**config.mk**
```make
export PLATFORM = sky130hd
export DESIGN_NAME = imm_ext_pipe
export DESIGN_NICKNAME = d
export VERILOG_FILES = /design/src/rtl/ext_pkg.sv /design/src/rtl/ext_core.sv /design/src/rtl/imm_ext_pipe.sv
export SDC_FILE = /design/constraint.sdc
export NUM_CORES = 1
export LEC_CHECK = 0
export CORE_MARGIN = 4
export CORE_UTILIZATION = 55
export CTS_CLUSTER_SIZE = 10
export DETAILED_ROUTE_END_ITERATION = 6
export DONT_BUFFER_PORTS = 1
export PLACE_DENSITY = 0.7
export SLEW_MARGIN = 40
export SYNTH_ARGS = -nofsm -noshare
export SYNTH_HDL_FRONTEND = slang
export SYNTH_SLANG_ARGS = --single-unit
```
**constraint.sdc**
```tcl
create_clock -name clk -period 6.9 [get_ports clk]
set_clock_uncertainty 0.2 [all_clocks]
set_input_delay 1.035 -clock clk [delete_from_list [all_inputs] [get_ports clk]]
set_output_delay 1.035 -clock clk [all_outputs]
set_load 0.05 [all_outputs]
```
**src/rtl/ext_pkg.sv**
```systemverilog
// ext_pkg: shared definitions for the immediate-extension pipeline.
//   - ext_mode_e : mode encodings (ZERO, SIGN, UPPER, BRANCH, JUMP; 5-7 reserved)
//   - EXT_MODE_W : width of the mode field
//   - EXT_MAX_W  : widest datapath ext_calc can serve
//   - ext_calc() : pure extension function, widths passed as arguments so one
//                  body serves every parameterisation of the pipeline
package ext_pkg;

  localparam int EXT_MODE_W = 3;
  localparam int EXT_MAX_W  = 64;

  typedef enum logic [EXT_MODE_W-1:0] {
    EXT_ZERO   = 3'd0,
    EXT_SIGN   = 3'd1,
    EXT_UPPER  = 3'd2,
    EXT_BRANCH = 3'd3,
    EXT_JUMP   = 3'd4
  } ext_mode_e;

  // Inputs arrive zero-extended to EXT_MAX_W; the result is truncated to data_w.
  function automatic logic [EXT_MAX_W-1:0] ext_calc(
    input logic [EXT_MODE_W-1:0] mode,
    input logic [EXT_MAX_W-1:0]  imm,
    input logic [EXT_MAX_W-1:0]  jidx,
    input logic [EXT_MAX_W-1:0]  pc4,
    input int                    data_w,
    input int                    imm_w,
    input int                    jidx_w
  );
    logic [EXT_MAX_W-1:0] one;
    logic [EXT_MAX_W-1:0] imm_m;
    logic [EXT_MAX_W-1:0] jidx_m;
    logic [EXT_MAX_W-1:0] keep_m;
    logic [EXT_MAX_W-1:0] data_m;
    logic [EXT_MAX_W-1:0] zx;
    logic [EXT_MAX_W-1:0] sx;
    logic [EXT_MAX_W-1:0] res;
    logic                 sbit;
    one    = 1;
    imm_m  = (one << imm_w) - one;
    jidx_m = (one << jidx_w) - one;
    keep_m = (one << (jidx_w + 2)) - one;
    // A shift of EXT_MAX_W yields 0, so 0 - 1 gives the all-ones mask.
    data_m = (one << data_w) - one;
    zx     = imm & imm_m;
    // Sign bit isolated as the top bit of the immediate mask.
    sbit   = |(zx & (imm_m ^ (imm_m >> 1)));
    sx     = sbit ? (zx | ~imm_m) : zx;
    case (mode)
      EXT_SIGN:   res = sx;
      EXT_UPPER:  res = zx << (data_w - imm_w);
      EXT_BRANCH: res = sx << 2;
      EXT_JUMP:   res = (pc4 & ~keep_m) | ((jidx & jidx_m) << 2);
      default:    res = zx;
    endcase
    return res & data_m;
  endfunction

endpackage

```
**src/rtl/ext_core.sv**
```systemverilog
// ext_core: combinational stage-1 immediate extension.
// Ports:
//   mode_i      - extension mode (ext_mode_e encoding)
//   imm_i       - raw immediate
//   jidx_i      - jump index field
//   pc4_i       - PC+4, supplies the region bits for JUMP
//   ext_o       - extended value
//   is_branch_o - mode is BRANCH
//   is_jump_o   - mode is JUMP
module ext_core
  import ext_pkg::*;
#(
  parameter int DATA_W = 32,
  parameter int IMM_W  = 16,
  parameter int JIDX_W = 26
) (
  input  logic [EXT_MODE_W-1:0] mode_i,
  input  logic [IMM_W-1:0]      imm_i,
  input  logic [JIDX_W-1:0]     jidx_i,
  input  logic [DATA_W-1:0]     pc4_i,
  output logic [DATA_W-1:0]     ext_o,
  output logic                  is_branch_o,
  output logic                  is_jump_o
);

  logic [EXT_MAX_W-1:0] ext_full;
  logic                 unused_ext_par;

  assign ext_full = ext_calc(mode_i, EXT_MAX_W'(imm_i), EXT_MAX_W'(jidx_i),
                             EXT_MAX_W'(pc4_i), DATA_W, IMM_W, JIDX_W);

  // ext_calc already zeroes everything above DATA_W.
  assign ext_o          = ext_full[DATA_W-1:0];
  assign unused_ext_par = ^ext_full;

  assign is_branch_o = (mode_i == EXT_BRANCH);
  assign is_jump_o   = (mode_i == EXT_JUMP);

endmodule

```
**src/rtl/imm_ext_pipe.sv**
```systemverilog
// imm_ext_pipe: two-stage valid/ready immediate-extension and control-target
// pipeline for the decode/execute boundary.
// Ports:
//   clk, rst_n       - clock, asynchronous active-low reset
//   in_valid/ready   - request handshake (in_ready is combinational)
//   in_mode          - ZERO/SIGN/UPPER/BRANCH/JUMP, 5-7 treated as ZERO
//   in_imm, in_jidx  - raw immediate and jump index
//   in_pc4           - PC+4 of the instruction
//   flush            - drop every in-flight entry on the next edge
//   out_valid/ready  - result handshake
//   out_ext          - extended immediate
//   out_target       - branch/jump target, 0 for non-control modes
//   out_is_ctrl      - mode was BRANCH or JUMP
module imm_ext_pipe
  import ext_pkg::*;
#(
  parameter int DATA_W = 32,
  parameter int IMM_W  = 16,
  parameter int JIDX_W = 26
) (
  input  logic                  clk,
  input  logic                  rst_n,
  input  logic                  in_valid,
  output logic                  in_ready,
  input  logic [EXT_MODE_W-1:0] in_mode,
  input  logic [IMM_W-1:0]      in_imm,
  input  logic [JIDX_W-1:0]     in_jidx,
  input  logic [DATA_W-1:0]     in_pc4,
  input  logic                  flush,
  output logic                  out_valid,
  input  logic                  out_ready,
  output logic [DATA_W-1:0]     out_ext,
  output logic [DATA_W-1:0]     out_target,
  output logic                  out_is_ctrl
);

  logic [DATA_W-1:0] ext_d;
  logic              br_d;
  logic              jmp_d;

  logic              s1_vld_q, s1_vld_d;
  logic [DATA_W-1:0] s1_ext_q;
  logic [DATA_W-1:0] s1_pc4_q;
  logic              s1_br_q;
  logic              s1_jmp_q;

  logic              s2_vld_q, s2_vld_d;
  logic [DATA_W-1:0] s2_ext_q;
  logic [DATA_W-1:0] s2_tgt_q;
  logic              s2_ctrl_q;
  logic [DATA_W-1:0] tgt_d;

  logic s2_adv, s1_adv, in_xfer, s1_load, s2_load;

  // Stage 1: extension
  ext_core #(
    .DATA_W (DATA_W),
    .IMM_W  (IMM_W),
    .JIDX_W (JIDX_W)
  ) u_core (
    .mode_i      (in_mode),
    .imm_i       (in_imm),
    .jidx_i      (in_jidx),
    .pc4_i       (in_pc4),
    .ext_o       (ext_d),
    .is_branch_o (br_d),
    .is_jump_o   (jmp_d)
  );

  // No skid buffer: in_ready follows out_ready combinationally.
  assign s2_adv   = !s2_vld_q || out_ready;
  assign s1_adv   = s1_vld_q && s2_adv;
  assign in_ready = !s1_vld_q || s1_adv;
  assign in_xfer  = in_valid && in_ready;
  // Flush outranks every transfer, so nothing loads in a flush cycle.
  assign s1_load  = in_xfer && !flush;
  assign s2_load  = s1_adv && !flush;

  always_comb begin
    s1_vld_d = s1_vld_q;
    if (flush)        s1_vld_d = 1'b0;
    else if (in_xfer) s1_vld_d = 1'b1;
    else if (s1_adv)  s1_vld_d = 1'b0;
  end

  always_comb begin
    s2_vld_d = s2_vld_q;
    if (flush)       s2_vld_d = 1'b0;
    else if (s2_adv) s2_vld_d = s1_vld_q;
  end

  // Stage 2: target resolution, wraps modulo 2^DATA_W
  always_comb begin
    tgt_d = '0;
    if (s1_br_q)       tgt_d = s1_pc4_q + s1_ext_q;
    else if (s1_jmp_q) tgt_d = s1_ext_q;
  end

  always_ff @(posedge clk or negedge rst_n) begin
    if (!rst_n) begin
      s1_vld_q  <= 1'b0;
      s1_ext_q  <= '0;
      s1_pc4_q  <= '0;
      s1_br_q   <= 1'b0;
      s1_jmp_q  <= 1'b0;
      s2_vld_q  <= 1'b0;
      s2_ext_q  <= '0;
      s2_tgt_q  <= '0;
      s2_ctrl_q <= 1'b0;
    end else begin
      s1_vld_q <= s1_vld_d;
      s2_vld_q <= s2_vld_d;
      if (s1_load) begin
        s1_ext_q <= ext_d;
        s1_pc4_q <= in_pc4;
        s1_br_q  <= br_d;
        s1_jmp_q <= jmp_d;
      end
      if (s2_load) begin
        s2_ext_q  <= s1_ext_q;
        s2_tgt_q  <= tgt_d;
        s2_ctrl_q <= s1_br_q || s1_jmp_q;
      end
    end
  end

  assign out_valid   = s2_vld_q;
  assign out_ext     = s2_ext_q;
  assign out_target  = s2_tgt_q;
  assign out_is_ctrl = s2_ctrl_q;

endmodule

```
==> results.py <==
metrics = {
    "setup_path": {
        "worst_r2r_endpoint": "out_target[25]",
        "cp.required_ns": 7.00,
        "cp.arrival_ns": 3.34,
        "worstSetupPathType": "flip-flop to flip-flop",
        "rrSetupSlack_ns": 3.66,
        "end_kind": "flip-flop",
        "cp_max_fo": 65,
        "rr_startpoint": "out_valid",
        "ff2ff_path_depth": 8,
        "cp-start-kind": "flip-flop",
    },
    "detailed_routing": {
        "routed_via_density": 6.39,
        "drt_wl_total_um": 21700,
        "post_drt_wl_per_cell_um": 21.3,
        "vias": 6519,
        "post-route-drc-count": 0,
        "drt_iter0_drc": 682,
        "first_pass_iters": 5,
        "antenna_left": 0,
    },
    "clock_network": {
        "post_cts_resized": 0,
        "cts_max_level": 4,
        "cts_tree": "built",
        "numCtsBuffers": 17,
        "cts_sinks": 133,
        "cts_setup_buffers": 0,
        "clock_path_buffers": 2,
        "path_clk_slew_ns": 0.06,
        "cts-hold-fix-buffers": 0,
        "clock_latency_ns": 0.43,
        "root_buffer": "clkbuf_16",
    },
    "global_routing": {
        "antenna_found_initial": 0,
        "grt_pass1_wl_um": 34900,
        "grt.overflow.total": 0,
        "grt_pass1_vias": 6450,
        "grt_max_degree": 134,
        "grtUsageTotal": 0.274,
    },
    "timing": {
        "worstMarginPinSlew_ns": 0.794,
        "period_needed_ns": 3.24,
        "clock.fmax_mhz": 309,
        "min_period_over_period": 0.469,
        "finalMaxSlewViolations": 0,
        "setup_viol": 0,
        "postLayoutSetupSlackWorst_ns": 3.66,
        "rsz0062_at_grt": "false",
        "slew-limit-headroom": 0.469,
        "hold_violations": 0,
        "setup_tns_ns": 0,
    },
    "logic_synthesis": {
        "avgSynthCellArea_um2": 9.06,
        "ys_warn_count": 0,
        "netlist_area_mm2": 0.00780,
        "synth_nets": 975,
        "yosysUniqueCellTypes": 78,
        "synth_seq_cells": 133,
        "yosysMostFrequentCell": "nand2_1",
        "synth_edf_count": 0,
        "ys.flop_type": "dfrtp_1",
        "ys_top_cells_by_count": "nand2_1 (191), dfrtp_1 (133), a21oi_1 (77), nor2_1 (53), clkbuf_1 (42)",
        "yosysTopAreaCell": "dfrtp_1",
        "synthArstFlopShare": 1.00,
        "yosysTopAreaCellShare": 0.427,
        "synth_area_leaders": "dfrtp_1 (43%), nand2_1 (9.2%), mux2_2 (5.1%)",
        "yosysSeqAreaShare": 0.427,
        "synthesis.instances": 861,
    },
    "placement": {
        "routabilityCongestion": 0.930,
        "io_buffers": 0,
        "dpl.hpwl_um": 15400,
        "placed_cells": 988,
        "pre_cts_slack_ns": 3.41,
    },
    "floorplan": {
        "rows": 43,
        "dieArea_mm2": 0.0161,
        "initial_core_util": 0.562,
        "die_h_um": 127,
        "core_area_mm2": 0.0139,
        "ioPinCount": 149,
        "die_w_um": 127,
    },
    "min_path": {
        "hold_class": "input pin to asynchronous set/reset pin",
    },
    "final_layout": {
        "antenna_cells": 0,
        "instances_no_fill": 1020,
        "drive_above_1_share": 0.124,
        "nets": 941,
        "area_growth_syn_to_layout_pct": 8.52,
    },
    "power_and_ir_drop": {
        "irDropWorstVdd_v": 0.000178,
        "total_leakage_power_uw": 0.00384,
        "p_per_area_mw_per_mm2": 348,
    },
    "outcome": {
        "status": "completed",
    },
    "flow_run": {
        "maxCapViolations": 0,
    },
}
==> placed cells by master, fill, tap and decap left out, types with 14 or more instances in the layout <==
cell	synthesis	final
a21o_1	21	21
a21oi_1	77	77
a221oi_1	23	23
a311oi_1	14	14
clkbuf_16	0	17
dfrtp_1	133	133
ha_1	31	31
mux2_2	35	35
nand2_1	191	191
nor2_1	53	53
o21ai_0	41	41
==> power by group <==
group          switching [uW]  internal (uW)
clock network             353            657
registers                 396            903
logic                     367            266
total                    1120           1830
==> worst max-delay path by stage <==
stage               depth (start not counted)       from             end
detailed placement                          8  out_ready  out_target[25]
global route                                8  out_valid  out_target[25]
global placement                            5  out_ready     s1_pc4_q[1]
finish                                      8  out_valid  out_target[25]
CTS                                         8  out_valid  out_target[25]
floorplan                                   5  out_ready    s1_pc4_q[10]
==> sequential cells by signal, indices dropped and copies added (netlist names) <==
register	count
out_ext	32
out_target	32
s1_ext_q	32
s1_pc4_q	32
out_is_ctrl	1
out_valid	1
s1_br_q	1
s1_jmp_q	1
s1_vld_q	1
==> per-layer routing <==
layer	up-vias	GRT usage	share of wire
li1	3044	-	-
met1	3166	0.388	0.44
met2	273	0.425	0.46
met3	36	0.0648	0.082
met4	0	0.0744	0.017
met5	-	0	0
==> through the flow <==
stage / hold WS (ns) / util / area, um^2 / total power [uW]
floorplan: 0.281 / - / 7800 / 1780
global placement: 0.294 / 0.562 / 7800 / 1910
detailed placement: 0.305 / 0.562 / 7800 / 1940
CTS: 0.0948 / 0.610 / 8460 / 2950
global route: 0.0867 / 0.610 / 8460 / 3080
finish: 0.104 / 0.610 / 8460 / 2940
==> cell type report <==
class / count / area [um^2]
Sequential cell: 133 / 3330
Clock buffer: 19 / 443
Multi-Input combinational cell: 661 / 4170
Fill cell: 1200 / 5420
Inverter: 8 / 30.0
Tap cell: 180 / 225
Timing Repair Buffer: 6 / 48.8
Clock inverter: 13 / 219
==> kinds of logic (layout without fill, tap and decap cells) <==
kind of cell | count (synthesis) | after routing | synth area share
muxes | 40 | 40 | 0.0576
AOI/OAI and AO/OA | 252 | 252 | 0.223
adders and majority gates | 32 | 32 | 0.0523
buffers and inverters | 67 | 46 | 0.0396
xor gates and xnor gates | 14 | 14 | 0.0157
DFF | 133 | 133 | 0.427
and+or+nand+nor | 323 | 323 | 0.185
==> critical path: stages (launching register included) <==
cell and delay, ns:
dfrtp_1 0.56, nor2b_1 0.28, nor3b_2 0.16, buf_4 0.55
nand2_1 0.55, a2111oi_0 0.55, a31oi_1 0.08, nand3_1 0.10
nor3_1 0.06
Note: power is estimated with default switching activity, not from simulation.
